$ cat config.mk
export PLATFORM = sky130hd
export DESIGN_NAME = pingpong_buf_ctrl
export DESIGN_NICKNAME = d
export VERILOG_FILES = /design/src/rtl/pingpong_buf_ctrl.sv
export SDC_FILE = /design/constraint.sdc
export NUM_CORES = 1
export LEC_CHECK = 0
export ABC_AREA = 1
export CORE_MARGIN = 1
export CORE_UTILIZATION = 50
export CTS_BUF_LIST = sky130_fd_sc_hd__clkbuf_4 sky130_fd_sc_hd__clkbuf_8
export DETAILED_ROUTE_END_ITERATION = 6
export MAX_ROUTING_LAYER = met4
export PLACE_DENSITY = 0.82
export SETUP_SLACK_MARGIN = 0.15
export SYNTH_ARGS = -nofsm -noshare
export SYNTH_HDL_FRONTEND = slang
export SYNTH_SLANG_ARGS = --single-unit
$ cat constraint.sdc
create_clock -name Clock -period 4.7 [get_ports Clock]
set_input_delay 0.94 -clock Clock [delete_from_list [all_inputs] [get_ports Clock]]
set_output_delay 0.94 -clock Clock [all_outputs]
set_load 0.02 [all_outputs]
$ cat src/rtl/pingpong_buf_ctrl.sv
// -----------------------------------------------------------------------------
// pingpong_buf_ctrl
// Sequences two DEPTH-entry RGB line buffers as a ping-pong pair: the pixel
// source fills one buffer while the display side drains the other.
//
// Ports
//   Clock, Reset          : system clock, asynchronous active-high reset
//   PixIn/PixInValid      : source pixel and its valid strobe
//   PixInReady            : controller accepts PixIn this cycle
//   PixOutReq             : display requests the next pixel
//   PixOutValid/PixOutSel : requested pixel present on the selected buffer output
//   Underrun              : one-cycle pulse, request arrived with no full buffer
//   BufferIn              : write data shared by both buffers
//   Addr1/WE1/RE1         : Buffer1 control
//   Addr2/WE2/RE2         : Buffer2 control
//   UnderrunCount         : saturating underrun counter (only with UNDERRUN_CNT_EN)
//
// Optional feature macro: UNDERRUN_CNT_EN
// -----------------------------------------------------------------------------
module pingpong_buf_ctrl #(
    parameter int DEPTH  = 100,
    parameter int ADDR_W = 7
) (
    input  logic              Clock,
    input  logic              Reset,
    input  logic [23:0]       PixIn,
    input  logic              PixInValid,
    output logic              PixInReady,
    input  logic              PixOutReq,
    output logic              PixOutValid,
    output logic              PixOutSel,
    output logic              Underrun,
    output logic [23:0]       BufferIn,
    output logic [ADDR_W-1:0] Addr1,
    output logic              WE1,
    output logic              RE1,
    output logic [ADDR_W-1:0] Addr2,
    output logic              WE2,
    output logic              RE2
`ifdef UNDERRUN_CNT_EN
    ,
    output logic [15:0]       UnderrunCount
`endif
);

    localparam logic [ADDR_W-1:0] PTR_LAST = ADDR_W'(DEPTH - 1);
    localparam logic [ADDR_W-1:0] PTR_ONE  = ADDR_W'(1);
    localparam logic [ADDR_W-1:0] PTR_ZERO = ADDR_W'(0);

    // Pointer/flag state
    logic              wbuf_q, wbuf_d;
    logic [ADDR_W-1:0] wptr_q, wptr_d;
    logic              rbuf_q, rbuf_d;
    logic [ADDR_W-1:0] rptr_q, rptr_d;
    logic [1:0]        full_q, full_d;

    // Registered buffer-side outputs
    logic              we1_q, we1_d, we2_q, we2_d;
    logic              re1_q, re1_d, re2_q, re2_d;
    logic [ADDR_W-1:0] addr1_q, addr1_d, addr2_q, addr2_d;
    logic [23:0]       buf_in_q, buf_in_d;

    // Read pipeline: stage 1 marks RE cycle, stage 2 is the data-valid cycle
    logic              rd_pend_q, rd_pend_d;
    logic              rd_sel_q, rd_sel_d;
    logic              out_valid_q, out_valid_d;
    logic              out_sel_q, out_sel_d;
    logic              underrun_q, underrun_d;

    logic              accept_s;
    logic              issue_s;

    assign PixInReady = ~full_q[wbuf_q];
    assign accept_s   = PixInValid & ~full_q[wbuf_q];
    assign issue_s    = PixOutReq & full_q[rbuf_q];

    // Next-state for pointers, flags and registered outputs
    always_comb begin
        wbuf_d      = wbuf_q;
        wptr_d      = wptr_q;
        rbuf_d      = rbuf_q;
        rptr_d      = rptr_q;
        full_d      = full_q;
        we1_d       = 1'b0;
        we2_d       = 1'b0;
        re1_d       = 1'b0;
        re2_d       = 1'b0;
        addr1_d     = addr1_q;
        addr2_d     = addr2_q;
        buf_in_d    = buf_in_q;
        rd_pend_d   = issue_s;
        rd_sel_d    = rd_sel_q;
        out_valid_d = rd_pend_q;
        out_sel_d   = out_sel_q;
        underrun_d  = PixOutReq & ~full_q[rbuf_q];

        if (accept_s) begin
            buf_in_d = PixIn;
            if (wbuf_q) begin
                we2_d   = 1'b1;
                addr2_d = wptr_q;
            end else begin
                we1_d   = 1'b1;
                addr1_d = wptr_q;
            end
            if (wptr_q == PTR_LAST) begin
                full_d[wbuf_q] = 1'b1;
                wbuf_d         = ~wbuf_q;
                wptr_d         = PTR_ZERO;
            end else begin
                wptr_d = wptr_q + PTR_ONE;
            end
        end else begin
            wptr_d = wptr_q;
        end

        // A read always targets the other buffer than a same-cycle write,
        // so the address updates below never collide with the ones above.
        if (issue_s) begin
            rd_sel_d = rbuf_q;
            if (rbuf_q) begin
                re2_d   = 1'b1;
                addr2_d = rptr_q;
            end else begin
                re1_d   = 1'b1;
                addr1_d = rptr_q;
            end
            if (rptr_q == PTR_LAST) begin
                full_d[rbuf_q] = 1'b0;
                rbuf_d         = ~rbuf_q;
                rptr_d         = PTR_ZERO;
            end else begin
                rptr_d = rptr_q + PTR_ONE;
            end
        end else begin
            rptr_d = rptr_q;
        end

        if (rd_pend_q) begin
            out_sel_d = rd_sel_q;
        end else begin
            out_sel_d = out_sel_q;
        end
    end

    // State and output registers
    always_ff @(posedge Clock or posedge Reset) begin
        if (Reset) begin
            wbuf_q      <= 1'b0;
            wptr_q      <= PTR_ZERO;
            rbuf_q      <= 1'b0;
            rptr_q      <= PTR_ZERO;
            full_q      <= 2'b00;
            we1_q       <= 1'b0;
            we2_q       <= 1'b0;
            re1_q       <= 1'b0;
            re2_q       <= 1'b0;
            addr1_q     <= PTR_ZERO;
            addr2_q     <= PTR_ZERO;
            buf_in_q    <= 24'h000000;
            rd_pend_q   <= 1'b0;
            rd_sel_q    <= 1'b0;
            out_valid_q <= 1'b0;
            out_sel_q   <= 1'b0;
            underrun_q  <= 1'b0;
        end else begin
            wbuf_q      <= wbuf_d;
            wptr_q      <= wptr_d;
            rbuf_q      <= rbuf_d;
            rptr_q      <= rptr_d;
            full_q      <= full_d;
            we1_q       <= we1_d;
            we2_q       <= we2_d;
            re1_q       <= re1_d;
            re2_q       <= re2_d;
            addr1_q     <= addr1_d;
            addr2_q     <= addr2_d;
            buf_in_q    <= buf_in_d;
            rd_pend_q   <= rd_pend_d;
            rd_sel_q    <= rd_sel_d;
            out_valid_q <= out_valid_d;
            out_sel_q   <= out_sel_d;
            underrun_q  <= underrun_d;
        end
    end

    assign WE1         = we1_q;
    assign WE2         = we2_q;
    assign RE1         = re1_q;
    assign RE2         = re2_q;
    assign Addr1       = addr1_q;
    assign Addr2       = addr2_q;
    assign BufferIn    = buf_in_q;
    assign PixOutValid = out_valid_q;
    assign PixOutSel   = out_sel_q;
    assign Underrun    = underrun_q;

`ifdef UNDERRUN_CNT_EN
    logic [15:0] ucnt_q, ucnt_d;

    // Counter steps on the same edge that raises Underrun, so both agree
    always_comb begin
        ucnt_d = ucnt_q;
        if (underrun_d && (ucnt_q != 16'hFFFF)) begin
            ucnt_d = ucnt_q + 16'd1;
        end else begin
            ucnt_d = ucnt_q;
        end
    end

    // Underrun counter register, cleared only by Reset
    always_ff @(posedge Clock or posedge Reset) begin
        if (Reset) begin
            ucnt_q <= 16'h0000;
        end else begin
            ucnt_q <= ucnt_d;
        end
    end

    assign UnderrunCount = ucnt_q;
`endif

endmodule
==> results.json, run 1 <==
{
  "place_area_mm2": 0.00358,
  "drc": 0,
  "io_pins": 74,
  "dr_total_vias": 2442,
  "grt_pass1_wl_mm": 11.0,
  "fmaxAchievable_ghz": 0.386,
  "cts_buffer_depth": 2,
  "crit_family": "buffers and inverters",
  "max_stage_delay_ns": 0.59,
  "rows": 26,
  "grt_max_degree": 36,
  "cts_resized": 0,
  "dr.pass1.iters": 5,
  "design_area_mm2": 0.00378,
  "fin_skew_ns": 0.00503,
  "setup_viol_count_final": 0,
  "htreeDepth": 3,
  "nets": 441,
  "diodes": 0,
  "antenna_found_initial": 0,
  "stdcell_count": 486,
  "synth_ff_type": "dfrtp_1",
  "grt_pass1_vias": 2329,
  "start_kind": "flip-flop",
  "detail_route.wl_per_cell_um": 13.5,
  "antenna_left": 0,
  "core_mm2": 0.00527,
  "drt_wl_total_mm": 6.56,
  "syn_inst": 335,
  "final_cell_mix": "nand2_1 (143), clkdlybuf4s50_1 (73), dfrtp_1 (65), inv_1 (28), nor2_1 (26)",
  "cts-buffers-inserted": 9,
  "start_util_pct": 53.2,
  "syn_to_final_growth_pct": 34.8,
  "rsz0062_at_grt": "no",
  "synth-seq-cells": 65,
  "post_cts_buffers": 0,
  "finalPower_mw": 2.17,
  "power_density_mw_per_mm2": 573,
  "power_leakage_nw": 1.90,
  "path_common_cell": "inv_1",
  "ys_warn_count": 0,
  "cp_max_fo": 5,
  "finalHoldViolations": 0,
  "tns_ns": 0,
  "required_ns": 3.76,
  "worstPathArrival_ns": 1.65,
  "hold_class": "reg -> reg",
  "async_flop_share_pct": 100,
  "grt-ovfl-total": 0,
  "status": "finished, final reports clean",
  "cpMaxStageDelayCell": "clkdlybuf4s50_1",
  "period_minus_slack_ns": 2.59,
  "gp_congestion": 0.920,
  "fin_crit_sh_pct": 55.2,
  "die_y_um": 76.9,
  "critical_path_class": "reg -> out",
  "maxCapViolations": 0,
  "drv_slew": 0,
  "viasPerCell": 5.02,
  "yosysUniqueCellTypes": 25,
  "avgSynthCellArea_um2": 8.37,
  "peakVddDrop_mv": 0.275,
  "portBuffers": 73,
  "worstPathCellList": "inv_1 -> nand2_2 -> nand2_1 -> inv_1 -> clkdlybuf4s50_1",
  "critPathBufInv": 3,
  "grt_usage_pct": 24.9,
  "root_buffer": "clkbuf_8",
  "synth_area_mm2": 0.00281,
  "place_inst": 470,
  "clk_latency_ns": 0.33,
  "cts_sinks": 65,
  "die-area_mm2": 0.00591,
  "drive_gt1_share_pct": 5.77,
  "ys_seq_area_share_pct": 58.0,
  "worst_pin_slew_ns": 0.617,
  "fp.dieW_um": 76.9,
  "path_clk_slew_ns": 0.07,
  "synth-edff-count": 0,
  "drt_iter0_drc": 154,
  "post-dp-hpwl_mm": 4.55,
  "cp-end-kind": "output port",
  "mostFrequentLayoutCell": "nand2_1",
  "tritoncts": "done",
  "syn-num-nets": 365,
  "slew_headroom_pct": 58.8,
  "hold_buffers": 0
}
-- Yosys cell counts (2+ instances only) --
| cell type | number | area [um^2] |
|---|---|---|
| buf_2 | 6 | 30.0 |
| nand4_1 | 2 | 12.5 |
| o21ai_0 | 21 | 105 |
| xor2_1 | 3 | 26.3 |
| ha_1 | 2 | 25.0 |
| a21oi_1 | 4 | 20.0 |
| nor2_1 | 26 | 97.6 |
| nand3_1 | 14 | 70.1 |
| nand2_1 | 143 | 537 |
| dfrtp_1 | 65 | 1630 |
| nand3_2 | 2 | 20.0 |
| inv_1 | 29 | 109 |
| a31oi_1 | 6 | 37.5 |
-- layout make-up --
type | count | area (um^2)
Clock buffer | 13 | 160
Clock inverter | 3 | 40.0
Fill cell | 402 | 1490
Inverter | 31 | 118
Multi-Input combinational cell | 230 | 1010
Sequential cell | 65 | 1630
Tap cell | 70 | 87.6
Timing Repair Buffer | 74 | 738
-- worst paths after layout --
path                             start            to  slack, ns  cells past startpoint
setup / recovery                wbuf_q    PixInReady       2.11                      5
hold / removal             out_valid_d   PixOutValid       0.40                      0
setup reg to reg                wbuf_q     wptr_q[4]       2.82                      7
hold reg to reg            out_valid_d   PixOutValid       0.40                      0
max in group asynchronous        Reset           WE2       2.83                      3
min in group asynchronous        Reset  BufferIn[14]       1.01                      2
-- where the power goes --
part	leakage [nW]	total (mW)	switching [mW]	internal, mW
clock	0.108	0.473	0.198	0.276
combinational	0.957	0.823	0.453	0.370
sequential	0.835	0.872	0.136	0.735
-- layer usage --
layer  share of wire (%)  track usage [%]  vias up
li1                    -                -     1196
met3                 5.3             4.76       12
met2                  49             38.7       82
met1                  44             31.6     1152
met5                   0                -        -
met4                 2.1             11.5        0
-- kinds of logic after synthesis --
kind of cell | Yosys count | synth area share, %
simple gates | 190 | 27.4
flops | 65 | 58.0
buf+inv | 40 | 5.93
compound gates | 34 | 6.47
xor+xnor | 3 | 0.937
fa+ha+maj | 2 | 0.892
mux | 1 | 0.401
-- through the flow --
step	setup slack [ns]	hold WS [ns]	util (%)
floorplan	2.13	0.362	-
global placement	2.01	0.377	68.0
detailed placement	1.97	0.379	68.0
CTS	2.11	0.394	71.8
global route	2.05	0.424	71.8
finish	2.11	0.398	71.8
-- sequential cells by signal (all words and copies together), names as in the netlist --
register	flops
Addr1	7
Addr2	7
BufferIn	24
PixOutSel	1
PixOutValid	1
RE1	1
RE2	1
Underrun	1
WE1	1
WE2	1
full_q	2
out_valid_d	1
rbuf_q	1
rd_sel_q	1
rptr_q	7
wbuf_q	1
wptr_q	7
(Power assumes the default switching activity.)
==> run 2, diff against run 1 <==
Settings changed: CORE_UTILIZATION 50 to 45, PLACE_DENSITY 0.82 to 0.78.
Clock period 4.7 ns to 2.15 ns, I/O delays scaled along.
==> run 2 against run 1 <==
Compared with the run above: hold slack got worse by 0.0099 ns; sequential share of layout area is 1.3 points lower; via count up 0.41%; critical path depth up 1; clock skew fell by 0.0019 ns; global-route usage is 2.4 points lower; non-clock buffer count up 5; wire length decreased by 0.49%; combinational power up 120%; first-iteration DRC count fell by 21%; total power grew 130%; setup slack worse by 1.8 ns.
==> results.json, run 2 (synthesized netlist as in run 1, its figures left out) <==
{
  "finalPower_mw": 4.96,
  "peakVddDrop_mv": 0.589,
  "nets": 446,
  "status": "finished, final reports clean",
  "gp_congestion": 0.871,
  "io_pins": 74,
  "tns_ns": 0,
  "detail_route.wl_per_cell_um": 13.2,
  "antenna_found_initial": 0,
  "clk_latency_ns": 0.34,
  "htreeDepth": 3,
  "fin_crit_sh_pct": 84.6,
  "rsz0062_at_grt": "no",
  "fp.dieW_um": 81.0,
  "cpMaxStageDelayCell": "clkdlybuf4s50_1",
  "path_clk_slew_ns": 0.07,
  "tritoncts": "done",
  "dr_total_vias": 2452,
  "drt_wl_total_mm": 6.53,
  "grt_usage_pct": 22.5,
  "period_minus_slack_ns": 1.82,
  "hold_buffers": 0,
  "finalHoldViolations": 0,
  "hold_class": "reg -> reg",
  "cp-end-kind": "flip-flop",
  "cts_buffer_depth": 2,
  "worstPathArrival_ns": 2.04,
  "die-area_mm2": 0.00655,
  "power_leakage_nw": 1.95,
  "largest_reg_flops": 24,
  "rows": 28,
  "post-dp-hpwl_mm": 4.70,
  "required_ns": 2.37,
  "drt_iter0_drc": 122,
  "viasPerCell": 4.94,
  "grt_pass1_vias": 2321,
  "antenna_left": 0,
  "diodes": 0,
  "syn_to_final_growth_pct": 38.9,
  "start_kind": "input pin",
  "dr.pass1.iters": 4,
  "drv_slew": 0,
  "max_stage_delay_ns": 0.57,
  "mostFrequentLayoutCell": "nand2_1",
  "grt_max_degree": 28,
  "drc": 0,
  "power_density_mw_per_mm2": 1270,
  "drive_gt1_share_pct": 6.89,
  "setup_viol_count_final": 0,
  "cts-buffers-inserted": 9,
  "fin_skew_ns": 0.00310,
  "regToRegSetupSlack_ns": 0.56,
  "fillers": 499,
  "slew_headroom_pct": 61.7,
  "fmaxAchievable_ghz": 0.550,
  "maxCapViolations": 0,
  "start_util_pct": 47.1,
  "portBuffers": 73,
  "grt-ovfl-total": 0,
  "worstPathCellList": "clkdlybuf4s50_1 -> nand3_1 -> nand2_1 -> o21ai_0 -> o21ai_0 -> inv_1",
  "cp_max_fo": 15,
  "die_y_um": 81.0,
  "root_buffer": "clkbuf_8",
  "path_common_cell": "o21ai_0",
  "cts_sinks": 65,
  "core_mm2": 0.00596,
  "worst_pin_slew_ns": 0.573,
  "final_cell_mix": "nand2_1 (143), clkdlybuf4s50_1 (72), dfrtp_1 (65), inv_1 (28), nor2_1 (26)",
  "critical_path_class": "in -> reg",
  "grt_pass1_wl_mm": 10.7
}
run 2: cell type report:
cell class / count / area [um^2] / area share (%)
Sequential cell: 65 / 1630 / 41.7
Multi-Input combinational cell: 230 / 1010 / 26.0
Timing Repair Buffer: 79 / 800 / 20.5
Clock buffer: 10 / 138 / 3.53
Inverter: 31 / 121 / 3.11
Clock inverter: 6 / 105 / 2.70
Tap cell: 75 / 93.8 / 2.41
run 2: worst max-delay path, delay by kind of cell:
family | cells | cell delay, ns
buffers and inverters | 2 | 0.64
AO/OA/AOI/OAI | 2 | 0.35
AND/OR/NAND/NOR | 2 | 0.62
run 2: metrics by stage:
| step | hold WS [ns] | util [%] | cell area, um^2 | instances | setup WS, ns |
|---|---|---|---|---|---|
| finish | 0.388 | 65.4 | 3900 | 496 | 0.332 |
| global route | 0.409 | 65.4 | 3900 | 496 | 0.254 |
| CTS | 0.391 | 65.4 | 3900 | 496 | 0.346 |
| detailed placement | 0.375 | 61.4 | 3650 | 480 | 0.190 |
| global placement | 0.371 | 61.4 | 3650 | 480 | 0.263 |
| floorplan | 0.362 | - | 2810 | 335 | 0.960 |
run 2: per-layer routing:
metal | up-vias | global-route usage [%] | wire length, um
li1 | 1207 | - | -
met1 | 1158 | 30.4 | 3010
met2 | 68 | 32.2 | 3040
met3 | 19 | 4.16 | 292
met4 | 0 | 11.6 | 185
met5 | - | - | 0
run 2: final timing paths:
check | end | cells past startpoint | start
max in group asynchronous | wptr_q[5] | 3 | Reset
min in group asynchronous | WE2 | 2 | Reset
max | Addr2[2] | 6 | PixInValid
max reg2reg | Addr2[2] | 6 | full_q[1]
min | PixOutValid | 0 | out_valid_d
min reg2reg | PixOutValid | 0 | out_valid_d
run 2: power by group:
group	switching [mW]	total [mW]	internal, mW
clock	0.468	1.26	0.796
sequential	0.290	1.90	1.61
combinational	0.977	1.80	0.823
total	1.73	4.96	3.23
run 2: timing repair:
action | CTS | global route
setup endpoints to repair | 1 | 0
resized for setup | 1 | 0
setup buffers | 0 | 0
==> run 3, diff against run 2 <==
Clock period 2.15 ns to 1.55 ns, I/O delays scaled along.
==> run 3 against run 2 <==
Compared with the run above: largest power group unchanged; via count grew 4.5%; combinational power grew 33%; sequential power grew 38%; critical path type is now reg -> out.
==> results.json, run 3 (synthesized netlist as in run 1, its figures left out) <==
{
  "clk_latency_ns": 0.34,
  "post-dp-hpwl_mm": 4.74,
  "reg2reg_to": "rd_sel_q",
  "hold_buffers": 0,
  "drc": 0,
  "peakVddDrop_mv": 0.682,
  "min_from": "out_valid_d",
  "crit_family": "flip-flops",
  "portBuffers": 73,
  "drt_wl_total_mm": 6.90,
  "viasPerCell": 4.97,
  "grt_max_degree": 66,
  "tritoncts": "done",
  "grt_pass1_vias": 2470,
  "start_kind": "flip-flop",
  "drive_gt1_share_pct": 13.0,
  "rr_worst_depth": 7,
  "worstPathCellList": "inv_2 -> nand2_2 -> nand2_1 -> inv_1 -> buf_6",
  "rsz0062_at_grt": "yes",
  "whs_endpoint": "PixOutValid",
  "die_y_um": 81.0,
  "required_ns": 1.24,
  "drt_iter0_drc": 185,
  "nets": 465,
  "cp_max_fo": 3,
  "dr_total_vias": 2562,
  "fp.dieW_um": 81.0,
  "final_cell_mix": "nand2_1 (141), dfrtp_1 (65), dlygate4sd2_1 (40), inv_1 (27), clkdlybuf4s50_1 (27)",
  "period_minus_slack_ns": 1.38,
  "cts-buffers-inserted": 9,
  "regToRegStartpoint": "full_q[1]",
  "max_stage_delay_ns": 0.41,
  "critPathBufInv": 3,
  "cts_buffer_depth": 2,
  "antenna_left": 0,
  "finalHoldViolations": 0,
  "power_density_mw_per_mm2": 1610,
  "largest_reg_flops": 24,
  "detail_route.wl_per_cell_um": 13.4,
  "antenna_found_initial": 0,
  "fillers": 503,
  "mostFrequentLayoutCell": "nand2_1",
  "critical_path_class": "reg -> out",
  "status": "finished, final reports clean",
  "rows": 28,
  "die-area_mm2": 0.00655,
  "cp-end-kind": "output port",
  "fin_crit_sh_pct": 89.3,
  "path_clk_slew_ns": 0.07,
  "grt_pass1_wl_mm": 11.0,
  "design_area_mm2": 0.00399,
  "drv_slew": 0,
  "dr.pass1.iters": 4,
  "syn_to_final_growth_pct": 42.3,
  "maxCapViolations": 0,
  "fmaxAchievable_ghz": 0.722,
  "diodes": 0,
  "power_leakage_nw": 2.19,
  "fin_skew_ns": 0.0118,
  "hold_depth": 0,
  "place_area_mm2": 0.00376,
  "io_pins": 74,
  "regToRegSetupSlack_ns": 0.22,
  "worst_pin_slew_ns": 0.339,
  "start_util_pct": 47.1,
  "slew_headroom_pct": 77.4,
  "grt_usage_pct": 22.8,
  "hold_class": "reg -> reg",
  "gp_congestion": 0.849,
  "finalPower_mw": 6.42,
  "grt-ovfl-total": 0,
  "cpMaxStageDelayCell": "dfrtp_1",
  "core_mm2": 0.00596,
  "cts_sinks": 65,
  "root_buffer": "clkbuf_8",
  "worstPathArrival_ns": 1.07,
  "setup_viol_count_final": 0,
  "htreeDepth": 3
}
-- run 3: changes by cell type in the layout (fill, tap and decap cells not counted), sizes merged --
| cell | before | now |
|---|---|---|
| clkdlybuf4s50 | 72 | 27 |
| bufinv | 3 | 0 |
| clkinv | 5 | 3 |
| clkbuf | 10 | 14 |
| inv | 28 | 29 |
| clkdlybuf4s15 | 0 | 5 |
| dlygate4sd2 | 1 | 40 |
| buf | 6 | 26 |
-- run 3: final cells by class --
class / instances / area, um^2 / share of cell area (%)
multi-input combinational: 230 / 1050 / 26.4
sequential: 65 / 1630 / 40.7
clock buffer: 14 / 186 / 4.67
timing repair buffer: 98 / 898 / 22.5
inverter: 31 / 123 / 3.07
tap: 75 / 93.8 / 2.35
clock inverter: 2 / 10.0 / 0.251
-- run 3: timing repair --
| item | 4_1_cts | 5_1_grt |
|---|---|---|
| gates resized for setup | 51 | 19 |
| pin swaps | 1 | 4 |
| setup buffers | 1 | 4 |
| hold endpoints to repair | 0 | 0 |
| setup endpoints to repair | 51 | 44 |
| gates cloned | 0 | 0 |
-- run 3: where the power goes --
group / switching [mW] / internal (mW) / total [mW]
combinational: 1.41 / 0.988 / 2.40
clock: 0.618 / 0.769 / 1.39
sequential: 0.404 / 2.23 / 2.63
-- run 3: worst max path at each step --
| stage | from | to | cells past startpoint |
|---|---|---|---|
| finish | wbuf_q | PixInReady | 5 |
| global placement | PixInValid | BufferIn[21] | 6 |
| global route | wbuf_q | PixInReady | 5 |
| detailed placement | PixOutReq | rptr_q[1] | 6 |
| CTS | wbuf_q | PixInReady | 5 |
| floorplan | rptr_q[0] | rptr_q[2] | 6 |
-- run 3: worst register-to-register path, delay by kind of cell (launching register included) --
kind,cells,cell delay [ns]
buffers and inverters,5,0.59
flip-flops,1,0.38
AO/OA/AOI/OAI,1,0.14
AND/OR/NAND/NOR,1,0.13
-- run 3: metrics by stage --
step	setup TNS [ns]	hold slack, ns	cells	setup WS (ns)	utilization (%)
after floorplan	0	0.362	335	0.360	-
after global placement	-1.37	0.374	494	-0.0641	63.1
after detailed placement	-1.84	0.376	494	-0.0738	63.1
after CTS	0	0.391	511	0.128	65.6
after global routing	0	0.424	515	0.108	67.0
final	0	0.388	515	0.165	67.0
-- run 3: layer usage --
metal	share of wire, %	vias to the layer above	GRT usage (%)	wire length (um)
li1	-	1247	-	-
met1	44	1227	28.4	3010
met2	50	72	37.1	3440
met3	4.3	16	3.37	297
met4	2.2	0	9.46	150
met5	0	-	-	0
